[config.mk]
export PLATFORM = sky130hd
export DESIGN_NAME = serial_word_feeder
export DESIGN_NICKNAME = d
export VERILOG_FILES = /design/src/rtl/serial_word_feeder.sv
export SDC_FILE = /design/constraint.sdc
export NUM_CORES = 1
export LEC_CHECK = 0
export ABC_CLOCK_PERIOD_IN_PS = 4700
export CAP_MARGIN = 20
export CORE_UTILIZATION = 39
export CTS_CLUSTER_SIZE = 16
export DETAILED_ROUTE_END_ITERATION = 10
export PLACE_DENSITY_LB_ADDON = 0.2
export SLEW_MARGIN = 0
export SYNTH_ARGS = -nofsm -noshare
export SYNTH_HDL_FRONTEND = slang
export SYNTH_SLANG_ARGS = --single-unit
[constraint.sdc]
create_clock -name clk -period 4.7 [get_ports clk]
set_clock_uncertainty 0.05 [all_clocks]
set_input_delay 0.47 -clock clk [delete_from_list [all_inputs] [get_ports clk]]
set_output_delay 0.47 -clock clk [all_outputs]
set_load 0.005 [all_outputs]
[src/rtl/serial_word_feeder.sv]
// Parallel-to-serial feeder: accepts words over valid/ready and streams them MSB-first
// into a serial pattern FSM, resetting that FSM for GAP cycles between words.
module serial_word_feeder #(
    parameter int unsigned WIDTH = 32,
    parameter int unsigned GAP   = 2,
    parameter int unsigned CNTW  = 5
) (
    input  logic             clk,
    input  logic             rst,
    input  logic [WIDTH-1:0] in_word,
    input  logic             in_valid,
    output logic             in_ready,
    output logic             bit_out,
    output logic             bit_valid,
    output logic             ds_rst,
    output logic             word_done,
    output logic             busy
);

    typedef enum logic [1:0] {
        S_IDLE  = 2'd0,
        S_SHIFT = 2'd1,
        S_GAP   = 2'd2
    } state_e;

    localparam logic [CNTW-1:0] CNT_WORD = CNTW'(WIDTH - 1);
    localparam logic [CNTW-1:0] CNT_GAP  = CNTW'(GAP - 1);
    localparam logic [CNTW-1:0] CNT_ONE  = CNTW'(1);

    state_e           state_q, state_d;
    logic [WIDTH-1:0] shift_q, shift_d;
    logic [WIDTH-1:0] hold_q, hold_d;
    logic             hold_full_q, hold_full_d;
    logic [CNTW-1:0]  cnt_q, cnt_d;
    logic             done_q, done_d;
    logic             take_c;

    assign in_ready  = (state_q == S_IDLE) || !hold_full_q;
    assign take_c    = in_valid && in_ready;
    assign bit_out   = shift_q[WIDTH-1];
    assign bit_valid = (state_q == S_SHIFT);
    assign ds_rst    = (state_q != S_SHIFT);
    assign word_done = done_q;
    assign busy      = (state_q != S_IDLE) || hold_full_q;

    // State and datapath registers
    always_ff @(posedge clk or negedge rst) begin
        if (!rst) begin
            state_q     <= S_IDLE;
            shift_q     <= '0;
            hold_q      <= '0;
            hold_full_q <= 1'b0;
            cnt_q       <= '0;
            done_q      <= 1'b0;
        end else begin
            state_q     <= state_d;
            shift_q     <= shift_d;
            hold_q      <= hold_d;
            hold_full_q <= hold_full_d;
            cnt_q       <= cnt_d;
            done_q      <= done_d;
        end
    end

    // Next-state logic
    always_comb begin
        state_d     = state_q;
        shift_d     = shift_q;
        hold_d      = hold_q;
        hold_full_d = hold_full_q;
        cnt_d       = cnt_q;
        done_d      = 1'b0;

        case (state_q)
            S_IDLE: begin
                if (take_c) begin
                    shift_d = in_word;
                    cnt_d   = CNT_WORD;
                    state_d = S_SHIFT;
                end
            end

            S_SHIFT: begin
                shift_d = {shift_q[WIDTH-2:0], 1'b0};
                cnt_d   = cnt_q - CNT_ONE;
                if (take_c) begin
                    hold_d      = in_word;
                    hold_full_d = 1'b1;
                end
                if (cnt_q == '0) begin
                    state_d = S_GAP;
                    cnt_d   = CNT_GAP;
                    done_d  = 1'b1;
                end
            end

            S_GAP: begin
                if (cnt_q == '0) begin
                    // Held word has priority; otherwise an offered word bypasses the holding register
                    if (hold_full_q) begin
                        shift_d     = hold_q;
                        hold_full_d = 1'b0;
                        cnt_d       = CNT_WORD;
                        state_d     = S_SHIFT;
                    end else if (in_valid) begin
                        shift_d = in_word;
                        cnt_d   = CNT_WORD;
                        state_d = S_SHIFT;
                    end else begin
                        state_d = S_IDLE;
                    end
                end else begin
                    cnt_d = cnt_q - CNT_ONE;
                    if (take_c) begin
                        hold_d      = in_word;
                        hold_full_d = 1'b1;
                    end
                end
            end

            default: begin
                state_d = S_IDLE;
            end
        endcase
    end

endmodule

* Word-level counts from Yosys, hierarchy flattened *
Cells that the tools add are included.
W data, S select, Z words.

word-level totals
  flip-flop bits (word level) = 73
  input bits = 35
  output and inout port bits = 6

cells by class
  add/sub/neg operators = 1
  equal/unequal tests = 9
  muxes and demuxes = 25
  reduce and logical (&&, ||, !) cells = 13

operator list
  cell                   count
  $mux W32               6
  $pmux W32 S3           1
  $pmux W32 S2           1
  $mux W5                5
  $pmux W5 S3            1
  $mux W1                6
  $mux W2                3
  $ne A2 B2 Y1 const B   3
  $pmux W2 S3            1
  $reduce_and A3 Y1      2
  $logic_not A5 Y1       1
  $sub A5 B1 Y5 const B  1
  $ne A2 B1 Y1 const B   2
  $ne A4 B4 Y1 const B   1
  $reduce_and A4 Y1      1
  $reduce_bool A2 Y1     2
  $ne A3 B3 Y1 const B   1
  $reduce_bool A3 Y1     1
  $eq A2 B1 Y1 const B   1
  $eq A2 B2 Y1 const B   1
  $logic_not A2 Y1       1
  $logic_or A1 B1 Y1     2
  $pmux W1 S2            1
  $reduce_and A2 Y1      1
  2 further kinds        2

* Logic depth before layout (Yosys ltp) *
Gate-level depths: netlist of the first run.

  word-level depth = 6
  mapped depth = 8

* Worst setup path before layout of the first run *
OpenSTA, ideal clock, no wires.

  kind = reg2reg
  start = register cnt_q[0]
  end = register shift_q[0]
  arrival = 1.891 ns
  data required time = 4.525 ns
  path slack = 2.634 ns
  cell stages (with the launch flop) = 9
  buffers on the path = 2
  cells stage by stage = dfrtp_1 -> inv_1 -> ha_1 -> or4b_1 -> buf_2 -> o21ai_2 -> nand2_2 -> buf_6 -> mux2_4

on the way
  cells in the longest elaborated chain, start to end = 3

RTL lines
  item                                RTL line  text
  from (decl)                         34        logic [CNTW-1:0] cnt_q, cnt_d;
  from (signal assigned)              60        cnt_q <= cnt_d;
  $logic_not A5 Y1                    98        if (cnt_q == '0) begin
  $ne A2 B2 Y1 (no source line)       --
  $reduce_and A4 Y1 (no source line)  --
  to (signal assigned)                57        shift_q <= shift_d;
  to (decl)                           31        logic [WIDTH-1:0] shift_q, shift_d;

No other way between the ends.
A chain may end at the register's enable or synchronous reset.

* Final worst setup path of the first run *
  start = register cnt_q[0]
  end = register shift_q[2]

Same word-level chain as after synthesis.

==> run metrics, run 1 <==
status=completed; largest net degree at the start of global routing=39; drt first pass iters=6; vias per inst=5.599; critical-path maximum fanout=32; CP Class=reg2reg; period utilization=59.64%; first-pass GRT wire length=12,300 um; drt total wl=7324 um; GRT Total Usage=15.95%; post-synthesis xor/xnor area fraction=0%; Seq cells post-synth=73; Int Power=1.906 mW; DRC Markers=0; Crit path largest cell delay=0.62 ns; CTS Hold Buffers Added=0; Worst-Margin Slew=1.053 ns; Post-CTS Resized=0; cells after synthesis=284; grt ovf=0; post-CTS setup buffers=0; Post-Place Cells=419; vias=2,430; worst path arrival time=2.97 ns; critical path's top delay family=simple AND/OR/NAND/NOR gates; YS warnings=0; Final Setup Violations=0; RSZ-0062 raised after global routing=false; final antenna-violating net count=0; Peak supply drop=0.0002010 V; hold crit path type=in2async; most frequent cells in the layout=dfrtp_1, clkdlybuf4s50_1, o2bb2ai_1; top-area cell type share of the netlist area=49.61%; Root Buffer=clkbuf_8; die height=99.17 um; crit path capture type=flop; Synth Area in Simple Gates=4.213%; RD Place Congestion=0.7715; Crit. Startpoint=cnt_q[0]; CP startpoint kind=flop; clk buf depth=2; Setup WS post-layout=1.897 ns; Logic pwr share=40.0%; Adder-Cell Fraction of Synth Area=1.699%; Cell variety after synth=38; Worst R2R End=shift_q[2]; core area=9196 um2; Sink Count=73; CP required=4.86 ns; Compound-Gate Fraction of Synth Area=17.87%; cell row count=35; Syn Std Cell Area=3682 um2; sequential power share=39.2%; Clock Power Share=20.9%; syn nets=324; critical-path cell with the highest stage delay=or4b_1; Slew HR=29.55%; share of cells above drive strength 1=26.93%; CTS tree=done; initial core utilization=40.04%; Tmin final=2.803 ns; Final Hold Vio Count=0; Final #Nets=359; io pins=41; Clock Latency Late Sink=0.34 ns; area grow syn2layout=19.13%; synth top area cells=dfrtp_1, mux2_4, mux2_2; vias in the first global route=2,375; die footprint=9835 um2; largest area contributor in the netlist=dfrtp_1; number of diodes=0; pwr dens=636.4 nW/um2; CP cell instances=inv_1 -> ha_1 -> or4b_1 -> o21ai_2 -> nand2_2 -> mux2_4; dpl cell area=4155 um2; Worst Reg2Reg Path Length in Cells=6; dpl hpwl=4566 um; Net Sw Frac=31.74%; Levels on crit path=6; Max H-tree Level=3; Psw=0.8859 mW; MaxCap Viol Count=0; Die X=99.17 um; cell area after layout=4387 um2; Buf/Inv on CP=1; P_leak=1.796 nW; multiplexer area fraction after synthesis=22.90%; largest family of logic cells by synthesized area=multiplexers; initial antenna violation count=0; most common cell after layout, fill and taps aside=dfrtp_1; reg-to-reg slack, setup=1.90 ns; Finished Layout Cells=434; syn avg cell area=12.97 um2; clock-pin slew on the worst setup and hold paths=0.08 ns; f_max=356.8 MHz; I/O Buffers=40; post-synthesis sequential area ratio=49.61%; worst r2r src=cnt_q[0]; Initial DRC Count=62; Setup TNS Final=0 ns; Pins Over Slew Limit=0; worst slack, placed=1.880 ns; CTS buffer count=9; wire per inst=16.88 um
flip-flops by register name (all words and copies together), names as in the netlist:
register / count
cnt_q: 5
hold_full_q: 1
hold_q: 32
shift_q: 32
state_q: 2
word_done: 1
layout make-up:
cell class,count,area (um2)
Multi-Input combinational cell,182,1723
Tap cell,111,138.9
Sequential cell,73,1827
Timing Repair Buffer,46,440.4
Inverter,7,26.28
Clock inverter,6,107.6
Clock buffer,9,123.9
Fill cell,854,4810
cells by family (layout without fill, tap and decap cells):
logic type | after synthesis | after routing
simple gates | 27 | 27
compound gates | 85 | 85
buf+inv | 29 | 68
flops | 73 | 73
mux | 65 | 65
fa+ha+maj | 5 | 5
stage by stage:
step	total power, mW	util, %	hold slack (ns)
after global placement	2.201	45.18	0.4175
after detailed placement	2.231	45.18	0.4300
final	2.792	47.70	0.1702
after global routing	2.979	47.70	0.2324
after floorplan	1.950	-	0.1244
after CTS	2.818	47.70	0.1941
power by group through the flow:
stage / logic, mW / clock network, mW / registers, mW
floorplan: 0.897 / 0 / 1.05
global placement: 1.10 / 0 / 1.10
detailed placement: 1.13 / 0 / 1.10
CTS: 1.13 / 0.594 / 1.09
global route: 1.22 / 0.618 / 1.14
finish: 1.12 / 0.582 / 1.09
worst max path at each step:
stage               slack [ns]           to
floorplan                 2.63   shift_q[0]
global placement          1.94  shift_q[26]
detailed placement        1.88  shift_q[22]
CTS                       1.86   shift_q[2]
global route              1.72   shift_q[2]
finish                    1.90   shift_q[2]
synthesized netlist by cell type:
cell	n
clkinv_1	1
or3_1	1
mux2i_1	1
nor4b_1	1
nand2_1	4
nor2_4	1
buf_2	4
nor3_1	1
clkbuf_1	15
mux2_2	29
a22o_1	1
a21o_1	1
a211oi_2	1
o21ai_0	4
nor2_1	6
a21oi_1	7
nand3_1	1
inv_1	6
nor3b_1	1
nand2b_1	4
dfrtp_1	73
mux2_1	5
o22a_1	2
o221ai_1	1
or4b_1	1
mux2_4	30
o2bb2ai_1	32
nor2_2	1
a22oi_1	31
ha_1	5
a31oi_1	3
and2_0	1
buf_6	3
o21ai_2	1
o31ai_1	1
nor2b_1	2
nand2_2	1
nand3b_1	1
routing by layer:
layer | GRT usage (%) | wire [um]
met1 | 22.60 | 3643
met2 | 24.58 | 3345
met3 | 2.600 | 230
met4 | 6.335 | 105
met5 | 0 | 0
No activity file was read; power rests on OpenSTA's default activity.
==> inputs of run 2 (changes only) <==
- ABC_CLOCK_PERIOD_IN_PS: 4700 -> 2600
- clock period: 4.7 -> 2.6 ns (I/O delays scaled with it)
==> run 2 against run 1 <==
Compared with the run above: fmax up 20%; non-clock buffer count up 18; via count up 2.2%; sequential power up 81%; worst hold slack better by 0.25 ns; critical path depth up 2; count of clock-buffer cells in the layout up 2; register-to-register slack worse by 1.6 ns; critical path type unchanged; critical endpoint is now shift_q[28]; largest cell class unchanged.
==> run metrics, run 2 (synthesis gave the netlist of run 1 again) <==
RD Place Congestion=0.8124; GRT Total Usage=17.60%; I/O Buffers=40; Final Hold Vio Count=0; Setup WS post-layout=0.2592 ns; CP Class=reg2reg; cell area after layout=4492 um2; initial core utilization=40.04%; P_leak=1.864 nW; core area=9196 um2; Final Setup Violations=0; most used cell, CP=buf_4; first-pass GRT wire length=13,320 um; clock-pin slew on the worst setup and hold paths=0.08 ns; worst path arrival time=2.52 ns; vias=2,484; period utilization=90.03%; CP cell instances=inv_1 -> ha_1 -> or4b_1 -> buf_4 -> o21ai_2 -> nand2_2 -> buf_4 -> mux2_4; DRC Markers=0; Buf/Inv on CP=3; Peak supply drop=0.0004331 V; final antenna-violating net count=0; Final #Nets=377; Slew HR=57.66%; Pins Over Slew Limit=0; critical path's top delay family=simple AND/OR/NAND/NOR gates; die height=99.17 um; total power=4.905 mW; vias in the first global route=2,699; grt ovf=0; clk buf depth=2; Crit path largest cell delay=0.52 ns; die footprint=9835 um2; Die X=99.17 um; drt first pass iters=6; number of diodes=0; CP required=2.78 ns; vias per inst=5.483; area grow syn2layout=21.98%; most common cell after layout, fill and taps aside=dfrtp_1; Clock Latency Late Sink=0.34 ns; Root Buffer=clkbuf_8; crit path capture type=flop; critical-path cell with the highest stage delay=or4b_1; initial antenna violation count=0; cell row count=35; Max H-tree Level=3; CP startpoint kind=flop; hold crit path type=in2async; worst slack, placed=-0.04353 ns; post-CTS setup buffers=0; f_max=427.2 MHz; Initial DRC Count=113; largest net degree at the start of global routing=74; Finished Layout Cells=453; share of cells above drive strength 1=30.70%; Filler cells=823; CTS buffer count=9; Largest regs=hold_q (32), shift_q (32), cnt_q (5); Post-Place Cells=436; most frequent cells in the layout=dfrtp_1, clkdlybuf4s50_1, o2bb2ai_1; dpl hpwl=4708 um; hold slack=0.4162 ns; Sink Count=73; Worst-Margin Slew=0.6336 ns; critical-path maximum fanout=21; status=completed; io pins=41; CTS tree=done; pwr dens=1092 nW/um2; dpl cell area=4295 um2; RSZ-0062 raised after global routing=false; drt total wl=7600 um; MaxCap Viol Count=0; wire per inst=16.78 um; Tmin final=2.341 ns
==> run 2: cell types whose count changed in the layout (fill, tap and decap cells not counted), sizes merged <==
| cell | change |
|---|---|
| dlygate4sd3 | +1 |
| clkinv | +1 |
| bufinv | -3 |
| buf | +17 |
| clkinvlp | +1 |
| clkbuf | +2 |
==> run 2: final cells by class <==
class                   count  area (um2)  share of cell area, %
clock buffers              11       151.4                  3.370
well taps                 111       138.9                  3.092
inverters                   7       26.28                 0.5850
clock inverters             5       30.03                 0.6685
multi-input cells         182        1728                  38.47
flip-flops and latches     73        1827                  40.67
repair buffers             64       590.6                  13.15
==> run 2: metal layers <==
metal | share of wire (%) | vias to the layer above | GRT usage, %
met5 | 0 | - | 0
met1 | 46 | 1254 | 21.98
li1 | - | 1181 | -
met2 | 50 | 38 | 30.12
met3 | 2.9 | 11 | 4.287
met4 | 1.4 | 0 | 5.769
==> run 2: worst min-delay path, stage by stage <==
cell           delay [ns]
dlygate4sd3_1        0.52
buf_2                0.12
buf_12               0.32
==> run 2: final timing paths <==
path / start / endpoint / slack (ns) / cells past startpoint
worst min register to register: hold_q[21] / hold_q[21] / 0.44 / 1
worst min-delay path: rst / shift_q[9] / 0.42 / 3
worst max register to register: cnt_q[1] / shift_q[28] / 0.26 / 8
max in group asynchronous: rst / shift_q[28] / 1.76 / 3
min in group clk: hold_q[21] / hold_q[21] / 0.44 / 1
worst max-delay path: cnt_q[1] / shift_q[28] / 0.26 / 8
==> run 2: through the flow <==
stage	setup TNS (ns)	util [%]
2_1_floorplan	0	-
3_3_place_gp	0	46.71
3_5_place_dp	-0.3523	46.71
4_1_cts	0	48.84
5_1_grt	0	48.84
6_report	0	48.84
==> run 2: power breakdown <==
| part | total [mW] | switching (mW) | internal (mW) |
|---|---|---|---|
| clock network | 0.812 | 0.419 | 0.393 |
| registers | 1.97 | 0.294 | 1.67 |
| logic | 2.13 | 0.916 | 1.21 |
| total | 4.91 | 1.63 | 3.28 |
==> run 2: repair_timing <==
action / CTS / global route
hold endpoints to repair: 73 / 0
endpoints found under the setup margin: 14 / 0
gates resized for setup: 1 / 0
hold buffers: 1 / 0
==> inputs of run 3 (changes only) <==
- TNS_END_PERCENT: unset -> 10
==> results of run 3 <==
The final DEF is identical to that of run 2; final timing and power are the same.
